File: src/rtl/hyperbus_trans_engine.sv
`default_nettype none
// ============================================================================
// Module      : hyperbus_trans_engine
// Description : Runs one HyperBus transaction at a time for the AXI
//               front-end. It builds and sends the 48-bit command-address
//               (CA), waits out the initial latency, then either streams
//               write beats to the PHY or returns read beats. Write
//               transactions end with a single response.
// Ports       : clk_i / rst_ni         clock, async active-low reset
//               trans_*                command handshake and fields
//               tx_*                   write beats from the front-end
//               rx_*                   read beats to the front-end
//               b_*                    write response to the front-end
//               phy_*                  word-level DDR PHY interface
// Revision    : 1.0 - initial release
// ============================================================================
module hyperbus_trans_engine #(
   parameter int ADDR_WIDTH     = 32,
   parameter int NUM_CHIP_SEL   = 2,
   parameter int LATENCY_CYCLES = 6,
   parameter int CS_RECOVERY    = 2,
   parameter int READ_TIMEOUT   = 64
) (
   input  logic                    clk_i,
   input  logic                    rst_ni,
   input  logic                    trans_valid_i,
   output logic                    trans_ready_o,
   input  logic [ADDR_WIDTH-1:0]   trans_address_i,
   input  logic [NUM_CHIP_SEL-1:0] trans_cs_i,
   input  logic                    trans_write_i,
   input  logic [7:0]              trans_burst_i,
   input  logic                    trans_burst_type_i,
   input  logic                    trans_address_space_i,
   input  logic [15:0]             tx_data_i,
   input  logic [1:0]              tx_strb_i,
   input  logic                    tx_valid_i,
   output logic                    tx_ready_o,
   output logic [15:0]             rx_data_o,
   output logic                    rx_last_o,
   output logic                    rx_error_o,
   output logic                    rx_valid_o,
   input  logic                    rx_ready_i,
   output logic                    b_valid_o,
   input  logic                    b_ready_i,
   output logic                    b_last_o,
   output logic                    b_error_o,
   output logic [NUM_CHIP_SEL-1:0] phy_cs_no,
   output logic                    phy_oe_o,
   output logic [15:0]             phy_word_o,
   output logic [1:0]              phy_mask_o,
   output logic                    phy_word_valid_o,
   input  logic                    phy_word_ready_i,
   input  logic [15:0]             phy_rx_word_i,
   input  logic                    phy_rx_valid_i,
   output logic                    phy_rx_ready_o
);

   localparam int c_WA_W  = ADDR_WIDTH - 2;
   localparam int c_LAT_W = $clog2(LATENCY_CYCLES + 1);
   localparam int c_TO_W  = $clog2(READ_TIMEOUT + 1);
   localparam int c_REC_W = $clog2(CS_RECOVERY + 1);

   typedef enum logic [2:0] {
      S_IDLE  = 3'd0,
      S_CA    = 3'd1,
      S_LAT   = 3'd2,
      S_WDATA = 3'd3,
      S_RDATA = 3'd4,
      S_RESP  = 3'd5,
      S_RECOV = 3'd6
   } state_t;

   state_t                  r_state;
   state_t                  w_next;
   logic [c_WA_W-1:0]       r_wa;
   logic [NUM_CHIP_SEL-1:0] r_cs;
   logic                    r_write;
   logic [7:0]              r_burst;
   logic                    r_btype;
   logic                    r_aspace;
   logic [1:0]              r_ca_cnt;
   logic [c_LAT_W-1:0]      r_lat_cnt;
   logic [8:0]              r_beat_cnt;
   logic [c_TO_W-1:0]       r_to_cnt;
   logic [c_REC_W-1:0]      r_rec_cnt;
   logic                    r_rd_err;

   logic        w_no_bus;
   logic        w_reg_wr;
   logic        w_wr_err;
   logic        w_last_beat;
   logic        w_drain;
   logic        w_timeout;
   logic        w_beat;
   logic        w_ca_hs;
   logic [31:0] w_wa_ext;
   logic [47:0] w_ca;
   logic        w_addr_unused;

   // Byte bit 0 and the address-space MSB are not part of the word address.
   assign w_addr_unused = ^{trans_address_i[ADDR_WIDTH-1], trans_address_i[0]};

   assign w_no_bus    = (r_cs == '0);
   assign w_reg_wr    = r_aspace & r_write;
   assign w_wr_err    = w_no_bus | (w_reg_wr & (r_burst != 8'd0));
   assign w_last_beat = (r_beat_cnt == {1'b0, r_burst});
   // Register writes only carry one word; extra beats are swallowed.
   assign w_drain     = w_no_bus | (w_reg_wr & (r_burst != 8'd0) & (r_beat_cnt != 9'd0));
   assign w_timeout   = (r_state == S_RDATA) & ~r_rd_err & ~phy_rx_valid_i &
                        (r_to_cnt == c_TO_W'(READ_TIMEOUT - 1));

   assign w_wa_ext = 32'(r_wa);
   assign w_ca     = {~r_write, r_aspace, r_btype, w_wa_ext[31:3], 13'd0, w_wa_ext[2:0]};

   always_ff @(posedge clk_i or negedge rst_ni) begin
      if (!rst_ni) begin
         r_state    <= S_IDLE;
         r_wa       <= '0;
         r_cs       <= '0;
         r_write    <= 1'b0;
         r_burst    <= 8'd0;
         r_btype    <= 1'b0;
         r_aspace   <= 1'b0;
         r_ca_cnt   <= 2'd0;
         r_lat_cnt  <= '0;
         r_beat_cnt <= 9'd0;
         r_to_cnt   <= '0;
         r_rec_cnt  <= '0;
         r_rd_err   <= 1'b0;
      end else begin
         r_state <= w_next;

         if ((r_state == S_IDLE) && trans_valid_i) begin
            r_wa     <= trans_address_i[ADDR_WIDTH-2:1];
            r_cs     <= trans_cs_i;
            r_write  <= trans_write_i;
            r_burst  <= trans_burst_i;
            r_btype  <= trans_burst_type_i;
            r_aspace <= trans_address_space_i;
            // A read with no chip selected is answered entirely with error beats.
            r_rd_err <= (trans_cs_i == '0) & ~trans_write_i;
         end else if (w_timeout) begin
            r_rd_err <= 1'b1;
         end

         // Every per-state counter restarts whenever the state changes.
         if (w_next != r_state) begin
            r_ca_cnt   <= 2'd0;
            r_lat_cnt  <= '0;
            r_beat_cnt <= 9'd0;
            r_to_cnt   <= '0;
            r_rec_cnt  <= '0;
         end else begin
            if (w_ca_hs)
               r_ca_cnt <= r_ca_cnt + 2'd1;
            if ((r_state == S_LAT) && phy_word_ready_i)
               r_lat_cnt <= r_lat_cnt + c_LAT_W'(1);
            if (w_beat)
               r_beat_cnt <= r_beat_cnt + 9'd1;
            if ((r_state == S_RDATA) && !r_rd_err)
               r_to_cnt <= phy_rx_valid_i ? '0 : r_to_cnt + c_TO_W'(1);
            if (r_state == S_RECOV)
               r_rec_cnt <= r_rec_cnt + c_REC_W'(1);
         end
      end
   end

   always_comb begin
      w_next           = r_state;
      w_beat           = 1'b0;
      w_ca_hs          = 1'b0;
      trans_ready_o    = 1'b0;
      tx_ready_o       = 1'b0;
      rx_data_o        = 16'h0000;
      rx_last_o        = 1'b0;
      rx_error_o       = 1'b0;
      rx_valid_o       = 1'b0;
      b_valid_o        = 1'b0;
      b_last_o         = 1'b0;
      b_error_o        = 1'b0;
      phy_cs_no        = '1;
      phy_oe_o         = 1'b0;
      phy_word_o       = 16'h0000;
      phy_mask_o       = 2'b00;
      phy_word_valid_o = 1'b0;
      phy_rx_ready_o   = 1'b0;

      case (r_state)
         S_IDLE: begin
            trans_ready_o = 1'b1;
            if (trans_valid_i)
               w_next = S_CA;
         end

         S_CA: begin
            if (w_no_bus) begin
               w_next = r_write ? S_WDATA : S_RDATA;
            end else begin
               phy_cs_no        = ~r_cs;
               phy_oe_o         = 1'b1;
               phy_word_valid_o = 1'b1;
               case (r_ca_cnt)
                  2'd0:    phy_word_o = w_ca[47:32];
                  2'd1:    phy_word_o = w_ca[31:16];
                  default: phy_word_o = w_ca[15:0];
               endcase
               if (phy_word_ready_i) begin
                  w_ca_hs = 1'b1;
                  if (r_ca_cnt == 2'd2)
                     w_next = w_reg_wr ? S_WDATA : S_LAT;
               end
            end
         end

         S_LAT: begin
            phy_cs_no = ~r_cs;
            phy_oe_o  = r_write;
            if (phy_word_ready_i && (r_lat_cnt == c_LAT_W'(LATENCY_CYCLES - 1)))
               w_next = r_write ? S_WDATA : S_RDATA;
         end

         S_WDATA: begin
            phy_cs_no = ~r_cs;
            if (w_drain) begin
               tx_ready_o = 1'b1;
               w_beat     = tx_valid_i;
            end else begin
               phy_oe_o         = 1'b1;
               phy_word_o       = tx_data_i;
               phy_mask_o       = ~tx_strb_i;
               phy_word_valid_o = tx_valid_i;
               tx_ready_o       = phy_word_ready_i;
               w_beat           = tx_valid_i & phy_word_ready_i;
            end
            if (w_beat && w_last_beat)
               w_next = S_RESP;
         end

         S_RESP: begin
            b_valid_o = 1'b1;
            b_last_o  = 1'b1;
            b_error_o = w_wr_err;
            if (b_ready_i)
               w_next = S_RECOV;
         end

         S_RDATA: begin
            phy_rx_ready_o = rx_ready_i;
            if (r_rd_err) begin
               // Bus released; remaining beats are synthesised as errors.
               rx_valid_o = 1'b1;
               rx_error_o = 1'b1;
               rx_last_o  = w_last_beat;
               w_beat     = rx_ready_i;
            end else begin
               phy_cs_no  = ~r_cs;
               rx_data_o  = phy_rx_word_i;
               rx_valid_o = phy_rx_valid_i;
               rx_last_o  = phy_rx_valid_i & w_last_beat;
               w_beat     = phy_rx_valid_i & rx_ready_i;
            end
            if (w_beat && w_last_beat)
               w_next = S_RECOV;
         end

         S_RECOV: begin
            if (r_rec_cnt == c_REC_W'(CS_RECOVERY - 1))
               w_next = S_IDLE;
         end

         default: w_next = S_IDLE;
      endcase
   end

endmodule
`default_nettype wire

File: config.mk
export PLATFORM = sky130hd
export DESIGN_NAME = hyperbus_trans_engine
export DESIGN_NICKNAME = d
export VERILOG_FILES = /design/src/rtl/hyperbus_trans_engine.sv
export SDC_FILE = /design/constraint.sdc
export NUM_CORES = 1
export LEC_CHECK = 0
export CORE_UTILIZATION = 41
export CTS_CLUSTER_SIZE = 30
export DETAILED_ROUTE_END_ITERATION = 8
export PLACE_DENSITY_LB_ADDON = 0.2
export SLEW_MARGIN = 15
export SYNTH_ARGS = -nofsm -noshare
export SYNTH_HDL_FRONTEND = slang
export SYNTH_SLANG_ARGS = --single-unit
File: constraint.sdc
create_clock -name clk_i -period 2.4 [get_ports clk_i]
set_input_delay 0.36 -clock clk_i [delete_from_list [all_inputs] [get_ports clk_i]]
set_output_delay 0.36 -clock clk_i [all_outputs]
set_load 0.05 [all_outputs]
== Yosys cells after proc, flatten, opt, wreduce, memory -nomap -nowiden ==
Cells that the tools add are included.

* Output and inout bits: 47
* Bits of input ports: 87
* Bits in registers: 70
* Logic and storage cells: 130

* Muxes and demuxes: 61
* Equal/unequal tests: 13
* Bitwise logic cells: 18
* $add $sub $neg: 5
* Reduce and logical (&&, ||, !) cells: 20

{| class="wikitable"
|+ Operator list
! operator !! count
|-
| 16-bit 2-to-1 mux || 4
|-
| 16-bit case mux with 2 select lines || 2
|-
| 3-bit 2-to-1 mux || 12
|-
| 1-bit 2-to-1 mux || 25
|-
| 7-bit 2-to-1 mux || 3
|-
| 3-bit case mux with 7 select lines || 1
|-
| 9-bit 2-to-1 mux || 2
|-
| 2-bit 2-to-1 mux || 8
|-
| 3-bit equality test (second input constant) || 4
|-
| 2-bit nonzero test || 6
|-
| 1-bit bitwise AND || 10
|-
| 9-bit by 1-bit adder with 9-bit output (second input constant) || 1
|-
| 9-bit by 8-bit equality test with 1-bit output || 1
|-
| 9-bit nonzero test || 1
|-
| 8-bit nonzero test || 1
|-
| 7-bit by 1-bit adder with 7-bit output (second input constant) || 1
|-
| 7-bit by 6-bit equality test with 1-bit output (second input constant) || 1
|-
| 3-bit by 2-bit equality test with 1-bit output (second input constant) || 2
|-
| 1-bit logical AND || 6
|-
| 2-bit logical NOT || 3
|-
| 2-bit case mux with 3 select lines || 1
|-
| 2-bit by 1-bit adder with 2-bit output (second input constant) || 2
|-
| 2-bit by 1-bit equality test with 1-bit output (second input constant) || 2
|-
| 1-bit inverter || 4
|-
| 11 further kinds || 14
|}

== Depth between registers and ports, before layout ==
Gate-level depths: netlist of the first run.

* Depth after elaboration: 11
* Depth in mapped cells: 10

== Worst setup path before layout of the first run ==
OpenSTA, ideal clock, no wires.

* Path kind: reg2reg
* Start: register r_state[0]
* End: register r_btype
* Cell stages (with the launch flop): 7
* Data arrival time: 3.071 ns
* Library setup time: 0.125 ns
* Clock period less this slack: 3.196 ns
* Setup slack: -0.796 ns
* Data required time: 2.275 ns
* Cells stage by stage: dfrtp_1 -> clkbuf_1 -> nor3_1 -> and2_1 -> clkbuf_1 -> clkbuf_1 -> mux2_2

* Longest elaborated chain between the ends: 2

{| class="wikitable"
|+ Ends and longest elaborated chain
! item !! RTL line !! RTL
|-
| from (decl) || 73 || <nowiki>state_t r_state;</nowiki>
|-
| from (signal assigned) || 131 || <nowiki>r_state <= w_next;</nowiki>
|-
| 3-bit logical NOT || 133 || <nowiki>if ((r_state == S_IDLE) && trans_valid_i) begin</nowiki>
|-
| 1-bit logical AND || 133 ||
|-
| to (signal assigned) || 138 || <nowiki>r_btype <= trans_burst_type_i;</nowiki>
|-
| to (decl) || 79 || <nowiki>logic r_btype;</nowiki>
|}

No other way between the ends.
A chain may end at the register's enable or synchronous reset.

== Worst setup path after layout of the first run ==
* Start: register r_beat_cnt[5]
* End: register r_ca_cnt[1]

* Longest elaborated chain between the ends: 10

{| class="wikitable"
|+ Ends and longest elaborated chain
! item !! RTL line !! RTL
|-
| from (decl) || 83 || <nowiki>logic [8:0] r_beat_cnt;</nowiki>
|-
| from (signal assigned) || 159 || <nowiki>r_beat_cnt <= r_beat_cnt + 9'd1;</nowiki>
|-
| 9-bit nonzero test || 108 || <nowiki>assign w_drain = w_no_bus | (w_reg_wr & (r_burst != 8'd0) & (r_beat_cnt != 9'd0));</nowiki>
|-
| 1-bit bitwise AND || 108 ||
|-
| 1-bit OR || 108 ||
|-
| 1-bit 2-to-1 mux || 224 || <nowiki>if (w_drain) begin</nowiki>
|-
| 1-bit 2-to-1 mux || 188 || <nowiki>case (r_state)</nowiki>
|-
| 1-bit logical AND || 235 || <nowiki>if (w_beat && w_last_beat)</nowiki>
|-
| 3-bit 2-to-1 mux || 235 ||
|-
| 3-bit case mux with 7 select lines * || 188 ||
|-
| 3-bit != test * || 147 || <nowiki>if (w_next != r_state) begin</nowiki>
|-
| 2-bit 2-to-1 mux or 2-bit nonzero test (tied branches) || - ||
|-
| to (signal assigned) || 155 || <nowiki>r_ca_cnt <= r_ca_cnt + 2'd1;</nowiki>
|-
| to (decl) || 81 || <nowiki>logic [1:0] r_ca_cnt;</nowiki>
|}

Mark *: on every way between the ends. The rest lies on a longest branch, timed or not. The select of a mux whose other input is x is not followed.

==> impl_metrics.yaml, run 1 <==
outcome:
  status: "finished, violations left"
  violations: "negative setup slack"
synthesis:
  netlist_area_um2: 3870
  ys_types: 51
  syn_area_per_cell_um2: 10.2
  syn-num-nets: 475
  synthFlopType: "dfrtp_1"
  synth_most_common_cell: "dfrtp_1"
  yosysWarnings: 0
  synth_largest_area_cell: "dfrtp_1"
  synth_top_area_share_pct: 45.2
  synth_edf_count: 0
  yosysSeqAreaShare_pct: 45.2
  synth_cells: 379
  yosys-top-cells-area: "dfrtp_1 (45%), mux2_2 (13%), and2_1 (3.2%), nor2_1 (3.1%), xnor2_1 (2.9%)"
  yosys_register_bits: 70
  synthArstFlopShare_pct: 100
  synth_commonest_cells: "dfrtp_1 (70), mux2_2 (43), nor2_1 (32)"
global_route:
  grt_pass1_vias: 4050
  overflow: 0
  grt_max_degree: 47
  grt_pass1_wl_um: 19600
  antenna_found_initial: 0
  groute.usage.overall_pct: 25.7
layout:
  synthToLayoutAreaGrowth_pct: 77.7
  nets: 674
  drive_above_1_share_pct: 46.0
  n_antenna_cell: 0
clock_network:
  cts_hold_buffers: 0
  clk_path_buf_depth: 2
  worstSkewPairLatency_ps: 340
  cts_tree: "done"
  path_clk_slew_ps: 80
  clock-sinks: 70
  cts_buffers: 9
  cts.htree.levels: 3
  cts-root-buf: "clkbuf_8"
timing:
  finalHoldViolations: 0
  fin_ws_ps: -264
  finalCritPeriodShare_pct: 111
  slew_headroom_pct: 54.0
  fin_skew_ps: 9.09
  finalSetupViolations: 41
  holdWs_ps: 54.4
  finalMaxSlewViolations: 0
  period_needed_ps: 2660
  rsz0062_at_grt: "yes"
  fmax_mhz: 375
  worst_pin_slew_ps: 690
placement:
  dp_slack_ps: -430
  dp_hpwl_um: 8550
  io_buffers: 131
  place_congestion: 0.947
pwr:
  peakVddDrop_v: 0.000543
  power.internal_mw: 4.54
  sw_frac_of_total_pct: 41.2
  p_seq_share_pct: 25.9
  comb_power_share_pct: 61.8
  power_frac_clock_pct: 12.4
  power_switching_mw: 3.18
  p_leak_nw: 2.92
  pwr_density_cell_nw_per_um2: 1120
drt:
  vias_per_cell: 5.60
  drt_pre_antenna_iters: 5
  post_drt_wl_per_cell_um: 18.0
  drt_iter0_markers: 229
  routed_wl_um: 12500
  route.detailed.drc: 0
  postRouteAntennaNets: 0
  vias: 3887
die:
  coreArea_um2: 9200
  chipWidth_um: 99.2
  die-area_um2: 9840
  fp.dieH_um: 99.2
  pin_count: 134
  core.rowCount: 35
  start_util_pct: 42.1
setup_path:
  cp.required_ps: 2670
  crit_arrival_ps: 2940
  critPathMaxStageDelay_ps: 580
  slowest_stage: "or4_4"
  cp_cell_sequence: "xnor2_1, nand4_1, or4_4, and4_4, or4_4, buf_12, buf_12, a21oi_2"
  start_kind: "flop"
  crit_type: "reg2reg"
  cp_max_fo: 6
  cp-end-kind: "flop"
worst_hold_path:
  hold_path.class: "in2async"
job:
  drv_cap: 0
## path summary, 6_finish.rpt
check                                               start                 endpoint  slack, ps  depth (start not counted)
worst min-delay path                               rst_ni     r_rd_err$_DFFE_PN0P_         50                          1
worst min register to register        r_wa[3]$_DFFE_PN0P_      r_wa[3]$_DFFE_PN0P_        510                          1
worst max-delay path            r_beat_cnt[5]$_DFFE_PN0P_  r_ca_cnt[1]$_DFFE_PN0P_       -260                          8
min in group clk_i                    r_wa[3]$_DFFE_PN0P_      r_wa[3]$_DFFE_PN0P_        510                          1
worst max register to register  r_beat_cnt[5]$_DFFE_PN0P_  r_ca_cnt[1]$_DFFE_PN0P_       -260                          8
max in group asynchronous                          rst_ni   r_burst[1]$_DFFE_PN0P_       1660                          2
## layer usage
metal | vias to the layer above | wire length (um) | global-route usage [%]
li1 | 1761 | - | -
met1 | 1871 | 4560 | 29.2
met2 | 204 | 6460 | 44.8
met3 | 51 | 943 | 5.76
met4 | 0 | 498 | 14.1
met5 | - | 0 | 0
## placed cells by master (no fill, tap or decap), types with 7 or more instances in the layout
cell             Yosys  routed
buf_6                1      14
xnor2_1             13      10
inv_2                0      12
a222oi_1            10      10
nor2_2               0       8
buf_4                1      67
ha_1                 9       7
nor2_4               1      12
mux2_2              43      43
nor2_1              32      13
xor2_1               8       8
clkdlybuf4s50_1      0      83
dfrtp_1             70      64
and2_1              20      16
and3_1               8       8
clkbuf_8             0       9
nand2_1             28      27
buf_12               0      43
a21oi_1             14      10
## kinds of logic (layout without fill, tap and decap cells)
logic type | Yosys count | in the layout | share of synthesized area (%)
AND/OR/NAND/NOR | 136 | 136 | 18.9
flip-flops | 70 | 70 | 45.2
AO/OA/AOI/OAI | 61 | 61 | 11.6
multiplexers | 43 | 43 | 12.5
buffers and inverters | 39 | 243 | 4.13
XOR/XNOR | 21 | 21 | 4.75
adder cells (fa/ha/maj) | 9 | 9 | 2.91
## critical path: cells and delay by family (launching register included)
family / cells / cell delay [ps]
DFF: 1 / 490
AOI/OAI and AO/OA: 1 / 100
and+or+nand+nor: 4 / 1520
buffers and inverters: 2 / 310
xor gates and xnor gates: 1 / 170
## stage by stage
| step | total power [mW] | TNS, ps | instance area (um2) | cells | util (%) |
|---|---|---|---|---|---|
| 6_report | 7.72 | -7590 | 6880 | 694 | 74.9 |
| 3_3_place_gp | 5.42 | -7350 | 6060 | 649 | 65.9 |
| 4_1_cts | 7.35 | -4030 | 6730 | 690 | 73.2 |
| 5_1_grt | 8.11 | -11700 | 6880 | 694 | 74.9 |
| 2_1_floorplan | 3.98 | -195 | 3960 | 379 | - |
| 3_5_place_dp | 5.53 | -8640 | 6060 | 649 | 65.9 |
## power by group through the flow
stage          combinational, mW  clock, mW  sequential, mW
2_1_floorplan               2.10          0            1.89
6_report                    4.77      0.955            2.00
3_3_place_gp                3.49          0            1.93
3_5_place_dp                3.56          0            1.97
5_1_grt                     5.04       1.02            2.05
4_1_cts                     4.42      0.967            1.97
## area by class of cell
class | instances | area, um2
clock buffers | 9 | 124
clock inverters | 7 | 73.8
fillers | 589 | 2310
inverters | 18 | 67.6
multi-input cells | 270 | 2340
flip-flops and latches | 70 | 1760
well taps | 111 | 139
repair buffers | 209 | 2380
## repair_timing
action,in CTS,in global routing
setup buffers,25,5
pin swaps,26,9
cloned,1,0
gates resized for setup,58,34
endpoints found under the setup margin,44,62
## sequential cells by signal (all words and copies together), names as in the netlist, 2 cells and up
signal / count
r_burst: 8
r_state: 3
r_beat_cnt: 9
r_rec_cnt: 2
r_cs: 2
r_to_cnt: 7
r_lat_cnt: 3
r_wa: 30
r_ca_cnt: 2
Note: power is estimated with default switching activity, not from simulation.
==> inputs of run 2 (changes only) <==
--- a/config.mk
+++ b/config.mk
@@ -5,6 +5,7 @@
 export SDC_FILE = /design/constraint.sdc
 export NUM_CORES = 1
 export LEC_CHECK = 0
+export CORE_ASPECT_RATIO = 1.2
 export CORE_UTILIZATION = 41
 export CTS_CLUSTER_SIZE = 30
 export DETAILED_ROUTE_END_ITERATION = 8
==> run 2 against run 1 <==
- the flow still finishes with violations (negative setup slack)
- non-clock buffer count is 10 lower
- global-route usage is 0.83 points lower
- critical endpoint is now r_ca_cnt[0]$_DFFE_PN0P_
- critical path depth is 5 higher
- sequential share of layout area is 0.43 points higher
==> impl_metrics.yaml, run 2 (same netlist as run 1, synthesis figures left out) <==
setup_path:
  cp-startpoint: "r_beat_cnt[0]$_DFFE_PN0P_"
  crit_arrival_ps: 2980
  cp_max_fo: 6
  reg2reg_from: "r_beat_cnt[0]$_DFFE_PN0P_"
  cp-end-kind: "flop"
  r2r-end: "r_ca_cnt[0]$_DFFE_PN0P_"
  ff2ff_path_depth: 13
  cp.required_ps: 2680
  crit_type: "reg2reg"
  r2r_slack_ps: -300
  start_kind: "flop"
drt:
  postRouteAntennaNets: 0
  drt_pre_antenna_iters: 5
  routed_wl_um: 11900
  vias_per_cell: 5.40
  route.detailed.drc: 0
  vias: 3736
  drt_iter0_markers: 263
  post_drt_wl_per_cell_um: 17.2
layout:
  n_antenna_cell: 0
  largest_reg_flops: 30
  registers.top_by_ff_count: "r_wa"
  drive_above_1_share_pct: 41.8
  reg_top3: "r_wa x30, r_beat_cnt x9, r_burst x8"
  final_common_cell: "clkdlybuf4s50_1"
  fillerInstances: 626
  nets: 664
  synthToLayoutAreaGrowth_pct: 74.5
  final_cell_mix: "clkdlybuf4s50_1 (83), dfrtp_1 (66), buf_4 (61)"
timing:
  slew_headroom_pct: 61.2
  fin_skew_ps: 11.7
  finalMaxSlewViolations: 0
  finalSetupViolations: 42
  period_needed_ps: 2700
  finalHoldViolations: 0
  rsz0062_at_grt: "yes"
  setup_tns_ps: -8560
  fin_ws_ps: -300
  finalCritPeriodShare_pct: 112
  worst_pin_slew_ps: 582
  fmax_mhz: 370
outcome:
  status: "finished, violations left"
  violations: "negative setup slack"
clock_network:
  cts_buffers: 9
  cts.htree.levels: 3
  clk_path_buf_depth: 2
  worstSkewPairLatency_ps: 350
  clock-sinks: 70
  cts_tree: "done"
  path_clk_slew_ps: 70
  cts-root-buf: "clkbuf_8"
pwr:
  finalPower_mw: 7.13
  p_leak_nw: 2.93
  peakVddDrop_v: 0.000697
  pwr_density_cell_nw_per_um2: 1050
placement:
  dp_slack_ps: -432
  dp_hpwl_um: 8150
  io_buffers: 131
  place_congestion: 0.871
global_route:
  grt_max_degree: 71
  overflow: 0
  antenna_found_initial: 0
  grt_pass1_vias: 3915
  grt_pass1_wl_um: 19000
  groute.usage.overall_pct: 24.9
worst_hold_path:
  hold_path.class: "in2async"
die:
  fp.dieH_um: 108
  core.rowCount: 38
  start_util_pct: 42.4
  pin_count: 134
  coreArea_um2: 9130
  chipWidth_um: 90.7
  die-area_um2: 9840
job:
  drv_cap: 0
[run 2: changes by cell type in the layout (fill, tap and decap cells not counted), moves of 3 or more]
cell	before	now
nor2_1	13	24
nor2_4	12	3
buf_4	67	61
buf_6	14	8
clkbuf_1	0	4
clkinvlp_4	4	0
a22o_2	3	0
a22o_4	2	5
[run 2: stage by stage]
stage | utilization (%) | hold WS, ps | instance area [um2] | cells
floorplan | - | 64.4 | 3960 | 379
global placement | 66.5 | 423 | 6070 | 657
detailed placement | 66.5 | 414 | 6070 | 657
CTS | 71.9 | 32.1 | 6570 | 688
global route | 74.1 | 46.4 | 6760 | 692
finish | 74.1 | 29.4 | 6760 | 692
[run 2: repair_timing]
item                                    CTS  global route
resized for setup                        30            37
gates cloned                              2             0
hold buffers                              0             0
endpoints found under the hold margin     0             0
endpoints found under the setup margin   43            47
pin swaps                                12            17
buffers inserted                         15             7
[run 2: power by group]
| part | switching, mW | total (mW) | internal (mW) | leakage, nW |
|---|---|---|---|---|
| clock | 0.434 | 0.940 | 0.506 | 0.0908 |
| combinational | 2.12 | 4.20 | 2.09 | 1.96 |
| sequential | 0.345 | 1.98 | 1.64 | 0.873 |
| total | 2.90 | 7.13 | 4.23 | 2.93 |
[run 2: cell type report]
cell class,instances,area (um2),area share (%)
well taps,120,150,2.22
inverters,18,67.6,0.999
repair buffers,199,2310,34.2
flip-flops and latches,70,1760,26.0
clock inverters,1,30.0,0.444
multi-input cells,270,2290,33.9
clock buffers,14,153,2.26
[run 2: worst max-delay path by stage]
| stage | endpoint | cells after the start |
|---|---|---|
| 4_1_cts | phy_word_o[10] | 11 |
| 3_3_place_gp | r_to_cnt[2]$_DFFE_PN0P_ | 8 |
| 2_1_floorplan | phy_mask_o[0] | 6 |
| 6_report | r_ca_cnt[0]$_DFFE_PN0P_ | 13 |
| 5_1_grt | phy_word_o[10] | 11 |
| 3_5_place_dp | r_to_cnt[3]$_DFFE_PN0P_ | 8 |
[run 2: worst max-delay path, stage by stage (launching register included)]
cell and delay (ps):
dfrtp_1 390, inv_2 90, ha_4 130, nor4b_4 180, nand2_1 100, buf_4 150, buf_6 110, buf_6 110
a211oi_4 300, nor3_2 90, or4_4 600, buf_6 160, buf_6 120, nor2_2 100
[run 2: metal layers]
layer	vias up	track usage (%)	routed length, um
li1	1739	-	-
met1	1792	27.5	4470
met2	169	42.9	6210
met3	36	7.52	842
met4	0	13.5	384
met5	-	0	0
